$ cat config.mk
export PLATFORM = sky130hd
export DESIGN_NAME = uart_cmd_framer
export DESIGN_NICKNAME = d
export VERILOG_FILES = /design/src/rtl/uart_cmd_pkg.sv /design/src/rtl/uart_timeout_ctr.sv /design/src/rtl/uart_cmd_framer.sv
export SDC_FILE = /design/constraint.sdc
export NUM_CORES = 1
export LEC_CHECK = 0
export CELL_PAD_IN_SITES_DETAIL_PLACEMENT = 0
export CELL_PAD_IN_SITES_GLOBAL_PLACEMENT = 1
export CORE_ASPECT_RATIO = 1.4
export CORE_MARGIN = 2
export CORE_UTILIZATION = 47
export CTS_BUF_LIST = sky130_fd_sc_hd__clkbuf_8
export DETAILED_ROUTE_END_ITERATION = 12
export PLACE_DENSITY = 0.85
export SLEW_MARGIN = 10
export SYNTH_ARGS = -nofsm -noshare
export SYNTH_HDL_FRONTEND = slang
export SYNTH_SLANG_ARGS = --single-unit
$ cat constraint.sdc
create_clock -name clk -period 3.2 [get_ports clk]
set_input_delay 0.64 -clock clk [delete_from_list [all_inputs] [get_ports clk]]
set_output_delay 0.64 -clock clk [all_outputs]
set_load 0.005 [all_outputs]
$ cat src/rtl/uart_cmd_pkg.sv
// ---------------------------------------------------------------------------
// uart_cmd_pkg
// Shared types and constants for the UART command framer.
//   cmd_state_t      : framer FSM states (3-bit encoding)
//   SYNC_BYTE_DEF    : default frame start marker
//   FRAME_LEN        : bytes per frame (SYNC, OP, A, B, CHK)
//   frame_checksum() : XOR of opcode and both operands
// ---------------------------------------------------------------------------
package uart_cmd_pkg;

    typedef enum logic [2:0] {
        S_SYNC = 3'd0,
        S_OP   = 3'd1,
        S_A    = 3'd2,
        S_B    = 3'd3,
        S_CHK  = 3'd4,
        S_HOLD = 3'd5
    } cmd_state_t;

    localparam logic [7:0] SYNC_BYTE_DEF = 8'hAA;
    localparam int         FRAME_LEN     = 5;

    function automatic logic [7:0] frame_checksum(input logic [7:0] op,
                                                  input logic [7:0] a,
                                                  input logic [7:0] b);
        return op ^ a ^ b;
    endfunction

endpackage

$ cat src/rtl/uart_timeout_ctr.sv
// ---------------------------------------------------------------------------
// uart_timeout_ctr
// Inter-byte idle counter used by the framer while a frame is in flight.
//   clk     : system clock
//   rst     : synchronous active-high reset
//   clr     : force the count back to zero (takes priority over en)
//   en      : count one idle cycle
//   expired : count has reached TIMEOUT_CLKS-1
// ---------------------------------------------------------------------------
module uart_timeout_ctr
    import uart_cmd_pkg::*;
#(
    parameter int TIMEOUT_CLKS = 43400,
    parameter int CNT_W        = 16
) (
    input  logic clk,
    input  logic rst,
    input  logic clr,
    input  logic en,
    output logic expired
);

    localparam logic [CNT_W-1:0] LAST = CNT_W'(TIMEOUT_CLKS - 1);

    logic [CNT_W-1:0] cnt;

    // The count represents idle cycles since the last accepted byte; a clear
    // always wins so a byte arriving on the expiry cycle restarts the window.
    always_ff @(posedge clk) begin
        if (rst || clr) begin
            cnt <= '0;
        end else if (en) begin
            cnt <= cnt + CNT_W'(1);
        end
    end

    assign expired = (cnt == LAST);

endmodule

$ cat src/rtl/uart_cmd_framer.sv
// ---------------------------------------------------------------------------
// uart_cmd_framer
// Assembles SYNC,OP,A,B,CHK byte frames from the UART receiver into an ALU
// command, validates the XOR checksum and offers the command on a
// valid/ready handshake. Garbage, bad frames and stalled frames are dropped.
//   clk, rst              : clock, synchronous active-high reset
//   rx_data, rx_valid     : received byte and its one-cycle strobe
//   cmd_op, cmd_a, cmd_b  : command fields, stable while cmd_valid=1
//   cmd_valid, cmd_ready  : command handshake
//   err_chk               : pulse, checksum mismatch
//   err_timeout           : pulse, inter-byte timeout inside a frame
//   err_overrun           : pulse, byte dropped while holding a command
//   busy                  : framer is not waiting for SYNC
// All outputs are registered.
// ---------------------------------------------------------------------------
module uart_cmd_framer
    import uart_cmd_pkg::*;
#(
    parameter logic [7:0] SYNC_BYTE    = SYNC_BYTE_DEF,
    parameter int         TIMEOUT_CLKS = 43400,
    parameter int         CNT_W        = 16
) (
    input  logic       clk,
    input  logic       rst,
    input  logic [7:0] rx_data,
    input  logic       rx_valid,
    output logic [7:0] cmd_op,
    output logic [7:0] cmd_a,
    output logic [7:0] cmd_b,
    output logic       cmd_valid,
    input  logic       cmd_ready,
    output logic       err_chk,
    output logic       err_timeout,
    output logic       err_overrun,
    output logic       busy
);

    cmd_state_t state, state_next;

    logic [7:0] op_r, a_r, b_r;
    logic [7:0] op_next, a_next, b_next;
    logic [7:0] cmd_op_next, cmd_a_next, cmd_b_next;
    logic       err_chk_next, err_timeout_next, err_overrun_next;

    logic in_frame;
    logic tmo_clr, tmo_en, tmo_expired;

    // Only the payload/checksum states are subject to the inter-byte timeout;
    // the hold state may stall for as long as the consumer likes.
    assign in_frame = (state == S_OP) || (state == S_A) ||
                      (state == S_B)  || (state == S_CHK);
    assign tmo_clr  = !in_frame || rx_valid || tmo_expired;
    assign tmo_en   = in_frame && !rx_valid;

    uart_timeout_ctr #(
        .TIMEOUT_CLKS (TIMEOUT_CLKS),
        .CNT_W        (CNT_W)
    ) u_timeout (
        .clk     (clk),
        .rst     (rst),
        .clr     (tmo_clr),
        .en      (tmo_en),
        .expired (tmo_expired)
    );

    // State register plus every registered output. cmd_valid and busy are
    // derived from the next state so they line up exactly with the state
    // they describe.
    always_ff @(posedge clk) begin
        if (rst) begin
            state       <= S_SYNC;
            op_r        <= '0;
            a_r         <= '0;
            b_r         <= '0;
            cmd_op      <= '0;
            cmd_a       <= '0;
            cmd_b       <= '0;
            cmd_valid   <= 1'b0;
            err_chk     <= 1'b0;
            err_timeout <= 1'b0;
            err_overrun <= 1'b0;
            busy        <= 1'b0;
        end else begin
            state       <= state_next;
            op_r        <= op_next;
            a_r         <= a_next;
            b_r         <= b_next;
            cmd_op      <= cmd_op_next;
            cmd_a       <= cmd_a_next;
            cmd_b       <= cmd_b_next;
            cmd_valid   <= (state_next == S_HOLD);
            err_chk     <= err_chk_next;
            err_timeout <= err_timeout_next;
            err_overrun <= err_overrun_next;
            busy        <= (state_next != S_SYNC);
        end
    end

    // Next-state and datapath decisions. A byte always beats an expiring
    // timeout, SYNC inside the payload is plain data, and any byte seen
    // while holding a command is dropped and flagged as an overrun.
    always_comb begin
        state_next       = state;
        op_next          = op_r;
        a_next           = a_r;
        b_next           = b_r;
        cmd_op_next      = cmd_op;
        cmd_a_next       = cmd_a;
        cmd_b_next       = cmd_b;
        err_chk_next     = 1'b0;
        err_timeout_next = 1'b0;
        err_overrun_next = 1'b0;

        case (state)
            S_SYNC: begin
                if (rx_valid && (rx_data == SYNC_BYTE)) begin
                    state_next = S_OP;
                end
            end
            S_OP: begin
                if (rx_valid) begin
                    op_next    = rx_data;
                    state_next = S_A;
                end else if (tmo_expired) begin
                    err_timeout_next = 1'b1;
                    state_next       = S_SYNC;
                end
            end
            S_A: begin
                if (rx_valid) begin
                    a_next     = rx_data;
                    state_next = S_B;
                end else if (tmo_expired) begin
                    err_timeout_next = 1'b1;
                    state_next       = S_SYNC;
                end
            end
            S_B: begin
                if (rx_valid) begin
                    b_next     = rx_data;
                    state_next = S_CHK;
                end else if (tmo_expired) begin
                    err_timeout_next = 1'b1;
                    state_next       = S_SYNC;
                end
            end
            S_CHK: begin
                if (rx_valid) begin
                    if (rx_data == frame_checksum(op_r, a_r, b_r)) begin
                        cmd_op_next = op_r;
                        cmd_a_next  = a_r;
                        cmd_b_next  = b_r;
                        state_next  = S_HOLD;
                    end else begin
                        err_chk_next = 1'b1;
                        state_next   = S_SYNC;
                    end
                end else if (tmo_expired) begin
                    err_timeout_next = 1'b1;
                    state_next       = S_SYNC;
                end
            end
            S_HOLD: begin
                if (rx_valid) begin
                    err_overrun_next = 1'b1;
                end
                if (cmd_valid && cmd_ready) begin
                    state_next = S_SYNC;
                end
            end
            default: begin
                state_next = S_SYNC;
            end
        endcase
    end

endmodule

# ---- Yosys cells after proc, flatten, opt, wreduce, memory -nomap -nowiden
# Cells that the tools add are included.
dict set report word_totals {
  regBits 72
  out_inout_bits 29
}
dict set report classes {
  n_addsub 1
  n_mux 12
  eq_ne 9
  reduce_logical 21
  n_bitwise 6
}
# cell n
set ops {}
lappend ops {{$mux 3} 8}
lappend ops {{$pmux 3 s6} 1}
lappend ops {{$add 16x1->16 const B} 1}
lappend ops {{$eq 16x16->1 const B} 1}
lappend ops {{$xor 8x8->8} 2}
lappend ops {{$eq 3x3->1 const B} 3}
lappend ops {{$eq 8x8->1} 1}
lappend ops {{$eq 8x8->1 const B} 1}
lappend ops {{$eq 3x2->1 const B} 2}
lappend ops {{$logic_or 1x1->1} 6}
lappend ops {{$reduce_and 2->1} 3}
lappend ops {{$reduce_or 3->1} 2}
lappend ops {{$not 1->1} 4}
lappend ops {{$reduce_or 4->1} 1}
lappend ops {{$eq 3x1->1 const B} 1}
lappend ops {{$logic_and 1x1->1} 3}
lappend ops {{$logic_not 3->1} 1}
lappend ops {{$mux 1} 3}
lappend ops {{$reduce_and 3->1} 1}
lappend ops {{$reduce_bool 3->1} 1}
lappend ops {{$logic_not 1->1} 2}
lappend ops {{$reduce_or 2->1} 1}

# ---- Longest topological paths before layout
# Gate-level depths: netlist (run 1).
dict set report logic_depth {
  word_depth 8
  mapped_depth 8
  mapped_depth_nobuf 6
}

# ---- Modules after synthesis
# A second synthesis (run 1) with hierarchy kept.
dict set report unflattened {
  hier_cells 348
  area_unflattened_um2 3081.7
}
# module area_each_um2 seq_area_each_um2 instances cells_each
set modules_own_cells {}
lappend modules_own_cells {uart_cmd_framer 2317.2 1121.1 1 262}
lappend modules_own_cells {uart_timeout_ctr 764.5 320.3 1 86}

# ---- Worst setup path before layout (run 1)
# No wires, ideal clock.
dict set report synth_timing {
  path_type {input to register}
  from {input port rx_data[5]}
  to {register cmd_a[0]}
  t_arrival_ns 1.918
  setup_slack_ns 1.210
  cell_stages 7
  required_time_ns 3.128
  cell_sequence {xor2_1 xnor2_1 nand4_1 nor4_1 buf_2 buf_4 mux2i_1}
}
dict set report synth_via {
  elab_chain_cells 2
}
# item line
set synth_rtl {}
lappend synth_rtl {{start: declaration} uart_cmd_framer.sv:25} ;# input logic [7:0] rx_data,
lappend synth_rtl {{$eq 8x8->1} uart_cmd_framer.sv:149} ;# if (rx_data == frame_checksum(op_r, a_r, b_r)) begin
lappend synth_rtl {{$reduce_and 3->1 (no line)} -}
lappend synth_rtl {{end signal: assignment} uart_cmd_framer.sv:89} ;# cmd_a <= cmd_a_next;
lappend synth_rtl {{end: declaration} uart_cmd_framer.sv:28} ;# output logic [7:0] cmd_a,
# No other way between the ends.
# A chain may end at the register's enable or synchronous reset.

# ---- Worst setup path in the final report (run 1)
dict set report layout_timing {
  from {input port rx_data[5]}
  to {register cmd_b[3]}
}
dict set report layout_via {
  elab_chain_cells 2
}
# item line
set layout_rtl {}
lappend layout_rtl {{$eq 8x8->1} uart_cmd_framer.sv:149}
lappend layout_rtl {{$reduce_and 3->1 (no line)} -}
lappend layout_rtl {{end signal: assignment} uart_cmd_framer.sv:90} ;# cmd_b <= cmd_b_next;
lappend layout_rtl {{end: declaration} uart_cmd_framer.sv:29} ;# output logic [7:0] cmd_b,
# No other way between the ends.

==> results.cfg, run 1 <==
[power_and_ir_drop]
p_per_area_nw_per_um2 = 468
p_leak_uw = 0.00127
ir_drop_uv = 275

[cts]
cts_buffer_depth = 2
clock_insertion_delay_worst_skew_ns = 0.35
hold_buffers = 0
cts_root_buf = clkbuf_8
clock_sinks = 72
postCtsSetupRepairBufs = 0
cts_resized = 0
htreeDepth = 3
cts_made_buffers = 9
cts_tree = done
clk_pin_slew_ns = 0.08

[cells_and_area]
n_fill_cell = 651
finish.instance_area_sq_um = 4030
area_growth_pct = 22.4
layout-drive-gt1-share_pct = 6.62
diodes = 0
fin_nets = 416

[grt]
grt.overflow.total = 0
grt_pass1_wl_um = 12100
grt_pass1_vias = 2467
grt_max_degree = 79
antenna_found_initial = 0
track_usage_pct = 20.7

[routing]
vias_per_cell = 5.10
drtPass1Iterations = 4
wl_um = 7110
ant_nets = 0
num_vias = 2563
wl_per_cell_um = 14.1
drt_iter0_drc = 181
drc = 0

[synthesis]
synth_area_sq_um = 3290
seq_area_frac_synth_pct = 43.8
syn_nets = 375
synth_area_leaders = dfxtp_1 44%, nand2b_1 9.5%, mux2i_1 7.9%
synthFlopType = dfxtp_1
synthArstFlopShare_pct = 0
synth_seq_cells = 72
synthCells = 362
yosysWarningCount = 0
synth_edf_count = 0
synth_largest_area_cell = dfxtp_1
synth.avg_cell_area_sq_um = 9.09
synth_cell_types = 37
synth_top_cell_area_share_pct = 43.8

[setup_path]
worstPathArrival_ns = 2.60
worstSetupPathType = in -> reg
end_kind = register
crit_family = buffers and inverters
critPathMaxFanout = 16
crit_path_top_delay_cell = clkdlybuf4s50_1
path_buf_inv = 2
worst_setup_path_start_kind = input pin
crit_chain = clkdlybuf4s50_1, xor2_1, xnor2_1, nand4_1, nor4_2, buf_4, mux2i_1
rrSetupSlack_ns = 0.90
critPathMaxStageDelay_ns = 0.57
worst-endpoint-required_ns = 3.48

[sta]
worst-slew-pin-transition_ns = 0.660
hold_viol = 0
skew_ns = 0.0121
slew_headroom_pct = 55.9
setup_tns_ns = 0
period_share_pct = 72.4
finalSetupViolCount = 0
finalMaxSlewViolations = 0
max_freq_ghz = 0.432
post-route-min-period_ns = 2.32
rsz0062_at_grt = no

[placed_design]
gp_congestion = 0.787
io_buffers = 40
hpwlAfterDp_um = 4960
placed_area_sq_um = 3770

[floorplanning]
core_sq_um = 6890
rows = 36
die_area_sq_um = 7700
dieWidth_um = 74.7
die_h_um = 103
initial_core_util_pct = 47.7
ioPinCount = 41

[run]
drv_cap = 0

[outcome]
status = completed

[hold_path]
worstHoldPathType = reg -> reg
where the power goes:
part	switching [uW]	leakage, uW	internal (uW)
sequential	0.235	0.000580	895
clock	335	0.000136	592
combinational	32.7	0.000552	31.6
cell families (layout without fill, tap and decap cells):
logic type                 Yosys count  count (layout)  synth area share, %
AOI/OAI and AO/OA                   39              39                 8.37
xor gates and xnor gates            38              38                 10.1
adders and majority gates            1               1                0.380
buffers and inverters               21              67                 3.46
DFF                                 72              72                 43.8
muxes                               26              26                 7.91
and+or+nand+nor                    165             165                 26.0
layout make-up:
cell class / count / area (sq um) / share of cell area (%)
multi-input combinational: 269 / 1740 / 43.2
sequential: 72 / 1440 / 35.8
timing repair buffer: 48 / 455 / 11.3
clock inverter: 7 / 136 / 3.39
clock buffer: 9 / 124 / 3.07
tap: 95 / 119 / 2.95
inverter: 3 / 11.3 / 0.280
sequential cells by signal (all words and copies together), names as in the netlist:
register / cells
cmd_valid: 1
cmd_a: 8
state: 3
u_timeout.cnt: 16
cmd_op: 8
cmd_b: 8
err_timeout: 1
b_r: 8
op_r: 8
err_overrun: 1
busy: 1
a_r: 8
err_chk: 1
metal layers:
layer  up-vias  track usage (%)  routed length, um
met3         9             4.50                213
li1       1298                -                  -
met1      1210             25.5               3040
met5         -                0                  0
met4         0             6.59                110
met2        46             35.6               3750
cell usage after synthesis (2+ instances only):
| library cell | n |
|---|---|
| a2111oi_4 | 2 |
| a21oi_1 | 28 |
| and4_1 | 2 |
| buf_4 | 3 |
| buf_6 | 3 |
| clkbuf_1 | 11 |
| dfxtp_1 | 72 |
| inv_1 | 3 |
| mux2i_1 | 26 |
| nand2_1 | 57 |
| nand2b_1 | 50 |
| nand3_1 | 8 |
| nand4_1 | 7 |
| nor2_1 | 21 |
| nor3_1 | 6 |
| nor4_1 | 2 |
| nor4bb_1 | 2 |
| o41a_1 | 3 |
| or4bb_1 | 2 |
| xnor2_1 | 24 |
| xor2_1 | 14 |
per-stage QoR:
| stage | instances | setup slack, ns | power (uW) | util, % | hold slack [ns] |
|---|---|---|---|---|---|
| after CTS | 503 | 0.864 | 1910 | 58.5 | 0.456 |
| after floorplan | 362 | 1.21 | 952 | - | 0.418 |
| after global routing | 503 | 0.695 | 1950 | 58.5 | 0.482 |
| final | 503 | 0.883 | 1890 | 58.5 | 0.452 |
| after global placement | 487 | 0.610 | 981 | 54.7 | 0.428 |
| after detailed placement | 487 | 0.561 | 981 | 54.7 | 0.443 |
worst paths after layout:
kind	startpoint	endpoint	cells past startpoint
max	rx_data[5]	cmd_b[3]	7
min	u_timeout.cnt[0]	u_timeout.cnt[0]	1
max reg2reg	u_timeout.cnt[0]	u_timeout.cnt[3]	5
min reg2reg	u_timeout.cnt[0]	u_timeout.cnt[0]	1
worst register-to-register path: stages, from the launching register on:
cell and delay (ns):
dfxtp_1 0.35, ha_1 0.23, or4bb_1 0.43, nor4_2 0.50
or3_1 0.55, nor2_1 0.11
cell usage in the layout, fill, tap and decap left out, types with 9 or more instances in the layout:
cell	Yosys	layout
xor2_1	14	14
xnor2_1	24	24
dfxtp_1	72	72
clkbuf_8	0	9
a21oi_1	28	28
nand2b_1	50	50
clkdlybuf4s50_1	0	39
nor2_1	21	21
nand2_1	57	57
mux2i_1	26	26
(Power assumes the default switching activity.)
==> run 2, diff against run 1 <==
CORE_UTILIZATION = 44   (was 47)
PLACE_DENSITY = 0.8   (was 0.85)
clock period = 2.4 ns   (was 3.2 ns; I/O delays follow)
==> run 2 against run 1 <==
  * Wire length grew 4.1%
  * Critical endpoint is now cmd_b[2]
  * Sequential share of layout area shrank 0.43 points
  * Total power grew 20%
==> results.cfg, run 2 (same netlist as run 1, synthesis figures left out) <==
[outcome]
status = completed

[setup_path]
worst_setup_path_start_kind = input pin
worstPathArrival_ns = 2.41
crit_chain = clkdlybuf4s50_1, xor2_1, xnor2_1, nand4_1, nor4_2, buf_4, mux2i_1
critPathMaxFanout = 17
end_kind = register
crit_path_top_delay_cell = clkdlybuf4s50_1
critPathMaxStageDelay_ns = 0.51
worst-endpoint-required_ns = 2.69
path_buf_inv = 2
crit_family = buffers and inverters
worstSetupPathType = in -> reg

[cts]
cts_resized = 0
hold_buffers = 0
clk_pin_slew_ns = 0.09
cts_root_buf = clkbuf_8
clock_sinks = 72
cts_made_buffers = 9
cts_buffer_depth = 2
htreeDepth = 3
clock_insertion_delay_worst_skew_ns = 0.36
cts_tree = done
postCtsSetupRepairBufs = 0

[sta]
max_freq_ghz = 0.471
finalSetupViolCount = 0
worst-slew-pin-transition_ns = 0.623
post-route-min-period_ns = 2.12
holdWs_ns = 0.456
rsz0062_at_grt = no
period_share_pct = 88.5
finalMaxSlewViolations = 0
hold_viol = 0
skew_ns = 0.0110
slew_headroom_pct = 58.4

[grt]
grt.overflow.total = 0
grt_max_degree = 29
antenna_found_initial = 0
grt_pass1_wl_um = 12600
grt_pass1_vias = 2556
track_usage_pct = 19.6

[power_and_ir_drop]
p_total_uw = 2270
p_leak_uw = 0.00130
power.share.combinational_pct = 4.3
p_int_uw = 1730
p_switching_uw = 535
p_sw_share_pct = 23.6
ir_drop_uv = 378
pwr-share-seq_pct = 52.6
power.share.clock_pct = 43.1
p_per_area_nw_per_um2 = 556

[cells_and_area]
largest_reg_flops = 16
n_fill_cell = 714
layout-drive-gt1-share_pct = 10.2
diodes = 0
fin_nets = 430
final_common_cell = dfxtp_1
seq_area_sq_um = 1440
largest_register = u_timeout.cnt
multi_input_area_sq_um = 1740
area_growth_pct = 23.9
final_cell_mix = 72 x dfxtp_1, 57 x nand2_1, 50 x nand2b_1

[floorplanning]
initial_core_util_pct = 45.0
core_sq_um = 7310
rows = 37
die_h_um = 106
dieWidth_um = 77.1
die_area_sq_um = 8200
ioPinCount = 41

[run]
drv_cap = 0

[routing]
vias_per_cell = 5.01
drt_iter0_drc = 113
num_vias = 2601
drtPass1Iterations = 5
ant_nets = 0
drc = 0
wl_um = 7400
wl_per_cell_um = 14.3

[placed_design]
hpwlAfterDp_um = 5400
io_buffers = 40
gp_congestion = 0.798

[hold_path]
worstHoldPathType = reg -> reg
## run 2: changes by cell type in the layout (fill, tap and decap cells not counted)
cell	change
clkinv_2	+1
inv_1	-2
bufinv_16	-3
buf_4	+14
clkinvlp_4	+1
inv_6	+3
## run 2: worst register-to-register path, stage by stage (launching register included)
cell	delay, ns
dfxtp_1	0.36
or4_1	0.58
nor4_2	0.24
buf_4	0.18
nor3_1	0.06
o41a_1	0.41
## run 2: through the flow
| stage | utilization (%) | setup TNS (ns) | setup slack [ns] | std cells | area (sq um) |
|---|---|---|---|---|---|
| 2_1_floorplan | - | 0 | 0.547 | 362 | 3290 |
| 3_3_place_gp | 53.0 | -0.0416 | -0.00570 | 503 | 3880 |
| 3_5_place_dp | 53.0 | -1.71 | -0.128 | 503 | 3880 |
| 4_1_cts | 55.7 | 0 | 0.248 | 519 | 4080 |
| 5_1_grt | 55.7 | 0 | 0.106 | 519 | 4080 |
| 6_report | 55.7 | 0 | 0.276 | 519 | 4080 |
## run 2: layout make-up
class / instances / share of cell area, %
Sequential cell: 72 / 35.3
Tap cell: 97 / 2.98
Inverter: 3 / 0.276
Clock buffer: 9 / 3.04
Timing Repair Buffer: 62 / 13.7
Clock inverter: 7 / 1.90
Multi-Input combinational cell: 269 / 42.7
## run 2: path summary, 6_finish.rpt
| kind | from | endpoint | slack (ns) | cells after the start |
|---|---|---|---|---|
| min reg2reg | u_timeout.cnt[0] | u_timeout.cnt[0] | 0.46 | 1 |
| max | rx_data[1] | cmd_b[2] | 0.28 | 7 |
| min | u_timeout.cnt[0] | u_timeout.cnt[0] | 0.46 | 1 |
| max reg2reg | u_timeout.cnt[3] | busy | 0.46 | 5 |
## run 2: power by group through the flow
stage | Clock (uW) | Sequential, uW | Combinational, uW
after floorplan | 0 | 1220 | 46.9
after global placement | 0 | 1220 | 97.6
after detailed placement | 0 | 1220 | 97.9
after CTS | 1000 | 1190 | 98.1
after global routing | 1060 | 1190 | 105
final | 977 | 1190 | 98.5
## run 2: layer usage
layer | vias up | share of wire (%) | GRT usage [%]
li1 | 1329 | - | -
met1 | 1202 | 41 | 22.5
met2 | 59 | 53 | 34.5
met3 | 11 | 4.7 | 4.50
met4 | 0 | 1.7 | 8.80
met5 | - | 0 | 0
==> run 3, diff against run 2 <==
CORE_ASPECT_RATIO = 0.9   (was 1.4)
==> run 3 against run 2 <==
  * Wire length down 2.6%
  * Critical endpoint is now cmd_b[3]
  * Count of clock-buffer cells in the layout unchanged
  * Combinational power about the same
  * Largest cell class unchanged
  * Critical path type unchanged
==> results.cfg, run 3 (same netlist as run 1, synthesis figures left out) <==
[power_and_ir_drop]
p_switching_uw = 520
p_leak_uw = 0.00130
p_per_area_nw_per_um2 = 551
pwr-share-seq_pct = 53.2
power.share.combinational_pct = 4.5
p_int_uw = 1730
power.share.clock_pct = 42.3
p_sw_share_pct = 23.2
ir_drop_uv = 323

[sta]
holdWs_ns = 0.452
skew_ns = 0.00825
hold_viol = 0
finalMaxSlewViolations = 0
post-route-min-period_ns = 2.18
rsz0062_at_grt = no
max_freq_ghz = 0.458
slew_headroom_pct = 57.4
worst-slew-pin-transition_ns = 0.638
period_share_pct = 91.0
finalSetupViolCount = 0

[routing]
drt_iter0_drc = 94
top_layer = met4
drtPass1Iterations = 5
drt-met1-wl_um = 3880
wl_um = 7210
dr_wl_met3_um = 390
ant_nets = 0
vias_per_cell = 4.94
num_vias = 2541
wl_met2_um = 2860
drc = 0
wl_per_cell_um = 14.0

[cts]
cts_made_buffers = 9
cts_buffer_depth = 2
cts_resized = 0
clock_insertion_delay_worst_skew_ns = 0.35
clk_pin_slew_ns = 0.08
cts_root_buf = clkbuf_8
htreeDepth = 3
hold_buffers = 0
postCtsSetupRepairBufs = 0
clock_sinks = 72
cts_tree = done

[cells_and_area]
largest_reg_flops = 16
diodes = 0
area_growth_pct = 23.8
largest_register = u_timeout.cnt
layout-drive-gt1-share_pct = 9.98
final_cell_mix = 72 x dfxtp_1, 57 x nand2_1, 50 x nand2b_1
fin_util_pct = 57.0
fin_nets = 429
final_common_cell = dfxtp_1
n_fill_cell = 679

[setup_path]
end_kind = register
worst_setup_path_start_kind = input pin
worstPathArrival_ns = 2.46
worstSetupPathType = in -> reg
critPathMaxFanout = 16
worst-endpoint-required_ns = 2.68

[grt]
grt_pass1_vias = 2437
grt.overflow.total = 0
antenna_found_initial = 0
grt_max_degree = 49
grt_pass1_wl_um = 12000
track_usage_pct = 19.0

[placed_design]
io_buffers = 40
gp_congestion = 0.797
hpwlAfterDp_um = 4990

[outcome]
status = completed

[floorplanning]
rows = 29
die_h_um = 86.0
die_area_sq_um = 8190
initial_core_util_pct = 46.0
ioPinCount = 41
core_sq_um = 7150
dieWidth_um = 95.2

[run]
drv_cap = 0

[hold_path]
worstHoldPathType = reg -> reg
## run 3: cell types whose count changed in the layout (fill, tap and decap cells not counted)
| cell | delta |
|---|---|
| clkinv_2 | +1 |
| clkinvlp_4 | +1 |
| inv_6 | -3 |
| buf_4 | -2 |
| clkinv_4 | +1 |
| buf_12 | +1 |
## run 3: power by group through the flow
stage	Sequential (uW)	Clock, uW	Combinational [uW]
finish	1190	951	101
global route	1190	1030	107
CTS	1190	979	101
global placement	1220	0	101
floorplan	1220	0	46.9
detailed placement	1220	0	100
## run 3: area by class of cell
class	count	area [sq um]	area share (%)
clock buffers	9	124	3.04
well taps	93	116	2.86
repair buffers	61	566	13.9
clock inverters	7	72.6	1.78
flip-flops and latches	72	1440	35.4
inverters	3	11.3	0.276
multi-input cells	269	1740	42.8
## run 3: critical path, stage by stage
cell             delay (ns)
clkdlybuf4s50_1        0.44
xnor2_1                0.15
xnor2_1                0.27
nand4_1                0.21
nor4_2                 0.32
buf_4                  0.33
mux2i_1                0.24
## run 3: final timing paths
check                   start               end  slack [ns]  depth (start not counted)
max reg2reg  u_timeout.cnt[3]              busy        0.44                          5
min reg2reg  u_timeout.cnt[0]  u_timeout.cnt[0]        0.45                          1
min          u_timeout.cnt[0]  u_timeout.cnt[0]        0.45                          1
max                rx_data[7]          cmd_b[3]        0.22                          7
## run 3: per-layer routing
layer,global-route usage (%),vias up
met2,26.5,57
met1,28.9,1157
met3,4.57,7
li1,-,1320
met5,0,-
met4,5.53,0
## run 3: metrics by stage
step           total power (uW)  worst slack, ns  setup TNS, ns  instance area (sq um)  cells
3_3_place_gp               1320           -0.127          -2.70                   3880    498
3_5_place_dp               1320           -0.158          -1.87                   3880    498
6_report                   2250            0.217              0                   4070    514
2_1_floorplan              1270            0.547              0                   3290    362
5_1_grt                    2330            0.115              0                   4070    514
4_1_cts                    2270            0.227              0                   4070    514
